## src/rtl/neander_io_pkg.sv

```systemverilog
// Shared constants for the NEANDER-X byte I/O controller.
// Latency: n/a (constants and types only).
// Backpressure: n/a.
package neander_io_pkg;

  // Bit positions inside the io_status byte
  localparam int ST_RX_NE   = 0;
  localparam int ST_TX_BUSY = 1;
  localparam int ST_RX_FULL = 2;
  localparam int ST_RX_OVF  = 3;
  localparam int ST_TX_OVF  = 4;

  // IN/OUT port addresses seen by the datapath
  localparam logic [7:0] IO_PORT_DATA   = 8'h00;
  localparam logic [7:0] IO_PORT_STATUS = 8'h01;

  // Default receive FIFO depth (power of two, at least 2)
  localparam int RX_DEPTH_DFLT = 4;

  // Outbound holding register occupancy
  typedef enum logic {
    TX_EMPTY = 1'b0,
    TX_FULL  = 1'b1
  } tx_state_e;

endpackage

```

## src/rtl/io_rx_fifo.sv

```systemverilog
// Show-ahead receive FIFO: head byte is valid combinationally whenever not empty.
// Latency: a byte pushed at edge N is on head after edge N; pop advances head at the edge.
// Backpressure: push is ignored when full, pop is ignored when empty.
module io_rx_fifo
  import neander_io_pkg::*;
#(
  parameter int DEPTH = RX_DEPTH_DFLT,
  parameter int W     = 8
) (
  input  logic                       clk,
  input  logic                       reset,
  input  logic                       push,
  input  logic [W-1:0]               push_data,
  input  logic                       pop,
  output logic [W-1:0]               head,
  output logic                       full,
  output logic                       empty,
  output logic [$clog2(DEPTH):0]     count
);

  localparam int AW = $clog2(DEPTH);
  localparam int CW = AW + 1;

  logic [W-1:0]  mem [DEPTH];
  logic [AW-1:0] wr_ptr;
  logic [AW-1:0] rd_ptr;
  logic [CW-1:0] cnt;
  logic          push_ok;
  logic          pop_ok;

  assign full    = (cnt == CW'(DEPTH));
  assign empty   = (cnt == '0);
  assign count   = cnt;
  assign head    = mem[rd_ptr];
  assign push_ok = push & ~full;
  assign pop_ok  = pop & ~empty;

  // Storage array; contents are meaningless while empty, so no reset is needed
  always_ff @(posedge clk) begin
    if (push_ok) begin
      mem[wr_ptr] <= push_data;
    end
  end

  // Pointers wrap naturally because DEPTH is a power of two; count tracks occupancy
  always_ff @(posedge clk or posedge reset) begin
    if (reset) begin
      wr_ptr <= '0;
      rd_ptr <= '0;
      cnt    <= '0;
    end else begin
      if (push_ok) wr_ptr <= wr_ptr + AW'(1);
      if (pop_ok)  rd_ptr <= rd_ptr + AW'(1);
      case ({push_ok, pop_ok})
        2'b10:   cnt <= cnt + CW'(1);
        2'b01:   cnt <= cnt - CW'(1);
        default: cnt <= cnt;
      endcase
    end
  end

endmodule

```

## src/rtl/neander_io_ctrl.sv

```systemverilog
// Byte I/O controller for the NEANDER-X OUT/IN instructions: one-entry TX holding register plus RX FIFO.
// Latency: io_write shows on tx_valid after one edge; an accepted rx byte shows on io_in after one edge.
// Backpressure: rx_ready = FIFO not full; a write while TX is held and not accepted is dropped.
// Optional sticky overflow status bits are enabled with `define NEANDER_IO_OVF_EN.
module neander_io_ctrl
  import neander_io_pkg::*;
#(
  parameter int RX_DEPTH = RX_DEPTH_DFLT
) (
  input  logic       clk,
  input  logic       reset,
  input  logic       io_write,
  input  logic [7:0] io_out,
  input  logic       io_rd,
  output logic [7:0] io_in,
  output logic [7:0] io_status,
  output logic       tx_valid,
  output logic [7:0] tx_data,
  input  logic       tx_ready,
  input  logic       rx_valid,
  input  logic [7:0] rx_data,
  output logic       rx_ready
);

  localparam int CW = $clog2(RX_DEPTH) + 1;

  tx_state_e     tx_state;
  tx_state_e     tx_state_nxt;
  logic [7:0]    tx_data_q;
  logic          tx_load;
  logic          tx_drop;

  logic          rx_full;
  logic          rx_empty;
  logic [7:0]    rx_head;
  logic [CW-1:0] rx_count_unused;
  logic          rx_ovf;
  logic          tx_ovf;

  io_rx_fifo #(
    .DEPTH (RX_DEPTH),
    .W     (8)
  ) u_rx_fifo (
    .clk       (clk),
    .reset     (reset),
    .push      (rx_valid),
    .push_data (rx_data),
    .pop       (io_rd),
    .head      (rx_head),
    .full      (rx_full),
    .empty     (rx_empty),
    .count     (rx_count_unused)
  );

  assign rx_ready = ~rx_full;
  assign io_in    = rx_empty ? 8'h00 : rx_head;
  assign tx_valid = (tx_state == TX_FULL);
  assign tx_data  = tx_data_q;

  // TX occupancy register
  always_ff @(posedge clk or posedge reset) begin
    if (reset) tx_state <= TX_EMPTY;
    else       tx_state <= tx_state_nxt;
  end

  // TX next state: a handshake frees the slot, so a same-cycle write refills it instead of dropping
  always_comb begin
    tx_state_nxt = tx_state;
    tx_load      = 1'b0;
    tx_drop      = 1'b0;
    case (tx_state)
      TX_EMPTY: begin
        if (io_write) begin
          tx_load      = 1'b1;
          tx_state_nxt = TX_FULL;
        end
      end
      TX_FULL: begin
        if (tx_ready) begin
          if (io_write) tx_load = 1'b1;
          else          tx_state_nxt = TX_EMPTY;
        end else if (io_write) begin
          tx_drop = 1'b1;
        end
      end
      default: tx_state_nxt = TX_EMPTY;
    endcase
  end

  // Holding register data, only touched on an accepted write so it is stable while offered
  always_ff @(posedge clk or posedge reset) begin
    if (reset)        tx_data_q <= 8'h00;
    else if (tx_load) tx_data_q <= io_out;
  end

`ifdef NEANDER_IO_OVF_EN
  // Sticky overflow flags cleared by a datapath read; a new event in the clearing cycle wins
  always_ff @(posedge clk or posedge reset) begin
    if (reset) begin
      rx_ovf <= 1'b0;
      tx_ovf <= 1'b0;
    end else begin
      if (rx_valid & rx_full) rx_ovf <= 1'b1;
      else if (io_rd)         rx_ovf <= 1'b0;
      if (tx_drop)            tx_ovf <= 1'b1;
      else if (io_rd)         tx_ovf <= 1'b0;
    end
  end
`else
  assign rx_ovf = 1'b0;
  assign tx_ovf = 1'b0;
  logic unused_tx_drop;
  assign unused_tx_drop = tx_drop;
`endif

  // Status byte assembled from registered state; upper bits read as zero
  always_comb begin
    io_status             = 8'h00;
    io_status[ST_RX_NE]   = ~rx_empty;
    io_status[ST_TX_BUSY] = tx_valid;
    io_status[ST_RX_FULL] = rx_full;
    io_status[ST_RX_OVF]  = rx_ovf;
    io_status[ST_TX_OVF]  = tx_ovf;
  end

endmodule

```

## config.mk

```make
export PLATFORM = sky130hd
export DESIGN_NAME = neander_io_ctrl
export DESIGN_NICKNAME = d
export VERILOG_FILES = /design/src/rtl/neander_io_pkg.sv /design/src/rtl/io_rx_fifo.sv /design/src/rtl/neander_io_ctrl.sv
export SDC_FILE = /design/constraint.sdc
export NUM_CORES = 1
export LEC_CHECK = 0
export CAP_MARGIN = 15
export CORE_ASPECT_RATIO = 0.8
export CORE_MARGIN = 2
export CORE_UTILIZATION = 35
export DETAILED_ROUTE_END_ITERATION = 7
export PLACE_DENSITY = 0.66
export SYNTH_ARGS = -nofsm -noshare
export SYNTH_HDL_FRONTEND = slang
export SYNTH_SLANG_ARGS = --single-unit
```

## constraint.sdc

```tcl
create_clock -name clk -period 4.18 [get_ports clk]
set_input_delay 1.045 -clock clk [delete_from_list [all_inputs] [get_ports clk]]
set_output_delay 1.045 -clock clk [all_outputs]
set_load 0.01 [all_outputs]
```

==> flow_metrics.py, run 1 <==
metrics = {
    "clocking": {
        "cts_tree": "done",
        "clk_pin_slew_worst_paths_ns": 0.08,
        "cts_resized": 0,
        "post_cts.repair.setup_buffers": 0,
        "clk_path_buf_depth": 2,
        "clock_latency_ns": 0.29,
        "h-tree-depth": 2,
        "root_buffer": "clkbuf_8",
        "ctsHoldBuffers": 0,
        "cts_made_buffers": 5,
        "clock-sinks": 48,
    },
    "global_routing": {
        "grt_antenna_before_repair": 0,
        "grt_max_degree": 17,
        "grt_first_pass_wirelength_um": 5490,
        "grt-ovfl-total": 0,
        "grt_pass1_vias": 1113,
        "globalRouteTotalUtil_pct": 11.8,
    },
    "floorplan": {
        "ios": 48,
        "dieHeight_um": 72.3,
        "initial_utilization_pct": 36.9,
        "coreArea_sq_um": 5530,
        "floorplan.die_area_sq_um": 6450,
        "rows": 24,
        "chipWidth_um": 89.3,
    },
    "timing": {
        "period_share_pct": 79.5,
        "slew_headroom_pct": 58.3,
        "hold_viol": 0,
        "fin_tns_setup_ns": 0,
        "finClkSkew_ns": 0.00394,
        "max_freq_mhz": 301,
        "timing.final.ws_setup_ns": 0.855,
        "worstMarginPinSlew_ns": 0.626,
        "period_needed_ns": 3.32,
        "final-setup-viol-count": 0,
        "slew_viol_final": 0,
        "rsz0062_at_grt": "false",
    },
    "worst_setup_path": {
        "regToRegSetupSlack_ns": 2.13,
        "endpoint_kind": "primary output",
        "worstPathMaxFanout": 10,
        "worstPathArrival_ns": 2.28,
        "path_class": "reg -> out",
        "cp-start-kind": "flip-flop",
        "critPathRequiredTime_ns": 3.13,
    },
    "cells_and_area": {
        "filler_cell_count": 506,
        "layout_commonest_cell": "clkdlybuf4s50_1",
        "synthToLayoutAreaGrowth_pct": 27.5,
        "antenna_cells": 0,
        "drive_gt1_share_pct": 16.0,
        "layout_common_cells": "clkdlybuf4s50_1, edfxtp_1, dfrtp_1, and2_1, mux2_2",
        "fin_nets": 189,
    },
    "power": {
        "powerDensity_nw_per_um2": 625,
        "p_leak_nw": 0.975,
        "vdd_ir_drop_max_v": 0.000306,
    },
    "route": {
        "wirelength_um": 3480,
        "ant_nets": 0,
        "via_per_inst": 4.37,
        "drt-pass1-iter-count": 4,
        "drt_drc_violations_left": 0,
        "dr_total_vias": 1049,
        "wire_per_inst_um": 14.5,
        "drt_iter0_markers": 54,
    },
    "yosys": {
        "synthArstFlopShare_pct": 33.3,
        "synth_edf_count": 32,
        "ys_seq_area_share_pct": 66.8,
        "yosysWarnings": 0,
        "synth_cell_type_count": 21,
        "syn_inst": 118,
        "synth-main-ff-cell": "edfxtp_1",
        "synth_area_sq_um": 2040,
        "ys_ff_latch": 48,
        "avgSynthCellArea_sq_um": 17.3,
    },
    "place": {
        "pre_cts_ws_ns": 1.16,
        "place_congestion": 0.757,
        "dpl.hpwl_um": 2580,
        "portBuffers": 42,
    },
    "run": {
        "cap_viol_max_count": 0,
    },
    "run_status": {
        "status": "completed",
    },
    "worst_hold_path": {
        "hp-class": "reg -> reg",
    },
}
-- cell type report --
cell class | instances | area [sq um] | area share, %
Tap cell | 78 | 97.6 | 3.76
Multi-Input combinational cell | 56 | 582 | 22.4
Sequential cell | 48 | 1360 | 52.4
Inverter | 8 | 30.0 | 1.16
Timing Repair Buffer | 42 | 420 | 16.2
Clock buffer | 6 | 72.6 | 2.79
Clock inverter | 2 | 35.0 | 1.35
-- metrics by stage --
step | power, mW | util, % | hold WS [ns] | instance area, sq um | std cells
global placement | 1.30 | 45.1 | 0.483 | 2490 | 232
detailed placement | 1.32 | 45.1 | 0.492 | 2490 | 232
CTS | 1.65 | 47.0 | 0.508 | 2600 | 240
global route | 1.72 | 47.0 | 0.540 | 2600 | 240
finish | 1.62 | 47.0 | 0.503 | 2600 | 240
floorplan | 1.08 | - | 0.464 | 2050 | 122
-- worst max-delay path, cell delays in order, from the launching register on --
cell and delay, ns:
dfrtp_1 0.75, mux4_2 0.58, and2_1 0.18, clkdlybuf4s50_1 0.47
-- cell usage after synthesis (2+ instances only) --
master	n	area, sq um
edfxtp_1	32	961
dfrtp_1	16	400
and2_1	13	81.3
mux2_2	9	101
inv_1	8	30.0
mux4_2	8	180
buf_4	7	52.6
ha_1	5	62.6
xnor2_1	3	26.3
xor2_1	3	26.3
buf_6	2	22.5
nand2b_1	2	12.5
nand3_1	2	10.0
-- final timing paths --
path	depth (start not counted)	from	to
worst max-delay path	3	u_rx_fifo.rd_ptr[0]	io_in[4]
worst min-delay path	1	u_rx_fifo.count[2]	u_rx_fifo.count[2]
max in group asynchronous	2	reset	u_rx_fifo.rd_ptr[0]
worst min register to register	1	u_rx_fifo.count[2]	u_rx_fifo.count[2]
min in group asynchronous	2	reset	u_rx_fifo.rd_ptr[1]
worst max register to register	8	u_rx_fifo.count[0]	u_rx_fifo.count[2]
-- power breakdown --
group	internal, mW	switching, mW	leakage, nW
Sequential	0.626	0.0882	0.479
Clock	0.177	0.142	0.0552
Combinational	0.349	0.241	0.440
Total	1.15	0.471	0.975
-- layer usage --
layer  vias to the layer above  track usage (%)  wire length (um)
li1                        489                -                 -
met1                       526             14.3              1550
met2                        29             19.8              1700
met3                         5             3.64               196
met4                         0             3.98                37
met5                         -                0                 0
-- kinds of logic (layout without fill, tap and decap cells) --
| kind of cell | count (synthesis) | after routing | synth area share, % |
|---|---|---|---|
| simple gates | 21 | 21 | 6.69 |
| other cells | 1 | 5 | 0.184 |
| mux | 18 | 18 | 14.3 |
| flops | 48 | 48 | 66.8 |
| buf+inv | 18 | 58 | 5.40 |
| fa+ha+maj | 6 | 6 | 4.05 |
| xor+xnor | 6 | 6 | 2.58 |
-- state kept, by name (all words and copies together) (netlist names) --
register,count
tx_data,8
tx_valid,1
u_rx_fifo.count,3
u_rx_fifo.mem,32
u_rx_fifo.rd_ptr,2
u_rx_fifo.wr_ptr,2
Note: power is estimated with default switching activity, not from simulation.
==> run 2: changes to the inputs <==
==> constraint.sdc (replaced) <==
create_clock -name clk -period 3.5 [get_ports clk]
set_input_delay 0.875 -clock clk [delete_from_list [all_inputs] [get_ports clk]]
set_output_delay 0.875 -clock clk [all_outputs]
set_load 0.01 [all_outputs]
==> results of run 2 <==
The final DEF is identical to that of run 1. Status: completed.
Among the figures that moved: setup slack after placement 1.16 ns -> 0.649 ns; setup slack after layout 0.855 ns -> 0.345 ns; register-to-register setup slack 2.13 ns -> 1.45 ns; total power 1.62 mW -> 1.94 mW; worst IR drop on VDD 0.000306 V -> 0.000365 V
==> run 3: changes to the inputs <==
--- a/config.mk
+++ b/config.mk
@@ -10,7 +10,7 @@
 export CORE_MARGIN = 2
 export CORE_UTILIZATION = 35
 export DETAILED_ROUTE_END_ITERATION = 7
-export PLACE_DENSITY = 0.66
+export PLACE_DENSITY = 0.61
 export SYNTH_ARGS = -nofsm -noshare
 export SYNTH_HDL_FRONTEND = slang
 export SYNTH_SLANG_ARGS = --single-unit
==> run 3 against run 2 <==
Sequential cell count stayed put. Final cell count stayed put. Hold slack better by 0.0023 ns. Clock skew is 0.0038 ns higher. Sequential power hardly changed. Sequential share of layout area is 0.53 points higher. Wire length is 4.8% higher. Clock-buffer cell count is 1 higher. Total power is 3.7% lower. First-iteration DRC count is 7.4% lower.
==> flow_metrics.py, run 3 (same netlist as run 1, synthesis figures left out) <==
metrics = {
    "run_status": {
        "status": "completed",
    },
    "cells_and_area": {
        "regMostFlops": "u_rx_fifo.mem",
        "filler_cell_count": 497,
        "fin_cells": 240,
        "antenna_cells": 0,
        "utilization_pct": 46.6,
        "drive_gt1_share_pct": 15.4,
        "largest_register_ffs": 32,
        "layout_common_cells": "clkdlybuf4s50_1, edfxtp_1, dfrtp_1, and2_1, mux2_2",
        "layout_commonest_cell": "clkdlybuf4s50_1",
        "synthToLayoutAreaGrowth_pct": 26.2,
        "fin_nets": 189,
    },
    "floorplan": {
        "rows": 24,
        "coreArea_sq_um": 5530,
        "initial_utilization_pct": 36.9,
        "ios": 48,
        "chipWidth_um": 89.3,
        "dieHeight_um": 72.3,
        "floorplan.die_area_sq_um": 6450,
    },
    "global_routing": {
        "grt_max_degree": 17,
        "grt_pass1_vias": 1153,
        "grt_first_pass_wirelength_um": 5830,
        "globalRouteTotalUtil_pct": 12.6,
        "grt_antenna_before_repair": 0,
        "grt-ovfl-total": 0,
    },
    "worst_setup_path": {
        "path_class": "reg -> out",
        "critPathRequiredTime_ns": 2.62,
        "worstPathMaxFanout": 10,
        "cp-start-kind": "flip-flop",
        "worstPathArrival_ns": 2.26,
        "endpoint_kind": "primary output",
    },
    "clocking": {
        "clk_pin_slew_worst_paths_ns": 0.08,
        "clock_latency_ns": 0.30,
        "h-tree-depth": 2,
        "cts_made_buffers": 5,
        "post_cts.repair.setup_buffers": 0,
        "cts_tree": "done",
        "ctsHoldBuffers": 0,
        "clk_path_buf_depth": 2,
        "clock-sinks": 48,
        "root_buffer": "clkbuf_8",
        "cts_resized": 0,
    },
    "place": {
        "portBuffers": 42,
        "pre_cts_ws_ns": 0.648,
        "place_congestion": 0.649,
        "place_inst": 232,
        "dpl.hpwl_um": 2650,
    },
    "timing": {
        "max_freq_mhz": 319,
        "whs_ns": 0.505,
        "fin_tns_setup_ns": 0,
        "timing.final.ws_setup_ns": 0.366,
        "period_needed_ns": 3.13,
        "slew_viol_final": 0,
        "finClkSkew_ns": 0.00779,
        "hold_viol": 0,
        "slew_headroom_pct": 59.2,
        "worstMarginPinSlew_ns": 0.613,
        "final-setup-viol-count": 0,
        "period_share_pct": 89.5,
        "rsz0062_at_grt": "false",
    },
    "route": {
        "dr_total_vias": 1067,
        "drt_iter0_markers": 50,
        "drt_drc_violations_left": 0,
        "drt-pass1-iter-count": 4,
        "via_per_inst": 4.45,
        "ant_nets": 0,
        "wirelength_um": 3650,
        "wire_per_inst_um": 15.2,
    },
    "power": {
        "p_leak_nw": 0.962,
        "powerDensity_nw_per_um2": 726,
        "vdd_ir_drop_max_v": 0.000284,
    },
    "worst_hold_path": {
        "hp-class": "reg -> reg",
    },
    "run": {
        "cap_viol_max_count": 0,
    },
}
[run 3: cell count changes in the layout (fill, tap and decap cells not counted)]
cell / change
bufinv_16: -1
clkbuf_1: +1
[run 3: path summary, 6_finish.rpt]
check                                    startpoint                   to  slack, ns  cells after the start
min in group asynchronous                     reset           tx_data[1]       0.95                      2
worst max register to register   u_rx_fifo.count[0]   u_rx_fifo.count[2]       1.48                      8
worst min-delay path             u_rx_fifo.count[0]   u_rx_fifo.count[0]       0.50                      1
worst max-delay path            u_rx_fifo.rd_ptr[0]             io_in[0]       0.37                      3
max in group asynchronous                     reset  u_rx_fifo.rd_ptr[0]       2.16                      2
worst min register to register   u_rx_fifo.count[0]   u_rx_fifo.count[0]       0.50                      1
[run 3: final cells by class]
type	instances	area (sq um)	share of cell area [%]
Sequential cell	48	1360	52.9
Multi-Input combinational cell	56	582	22.6
Timing Repair Buffer	42	420	16.3
Tap cell	78	97.6	3.79
Clock buffer	7	76.3	2.97
Inverter	8	30.0	1.17
Clock inverter	1	5.00	0.195
[run 3: routing by layer]
metal  global-route usage, %  routed length, um  vias up
met4                    4.48                 43        0
met2                    20.2               1820       29
li1                        -                  -      490
met5                       0                  0        -
met3                    4.32                212        5
met1                    15.9               1580      543
[run 3: stage by stage]
step | area (sq um) | total power, mW
after floorplan | 2050 | 1.29
after global placement | 2490 | 1.55
after detailed placement | 2490 | 1.58
after CTS | 2570 | 1.89
after global routing | 2570 | 1.99
final | 2570 | 1.87
[run 3: where the power goes]
part	switching [mW]	internal, mW
Clock	0.169	0.140
Sequential	0.106	0.748
Combinational	0.287	0.417
[run 3: worst max-delay path, cell delays in order (launching register included)]
cell and delay (ns):
dfrtp_1 0.74, mux4_2 0.56, and2_1 0.18, clkdlybuf4s50_1 0.48
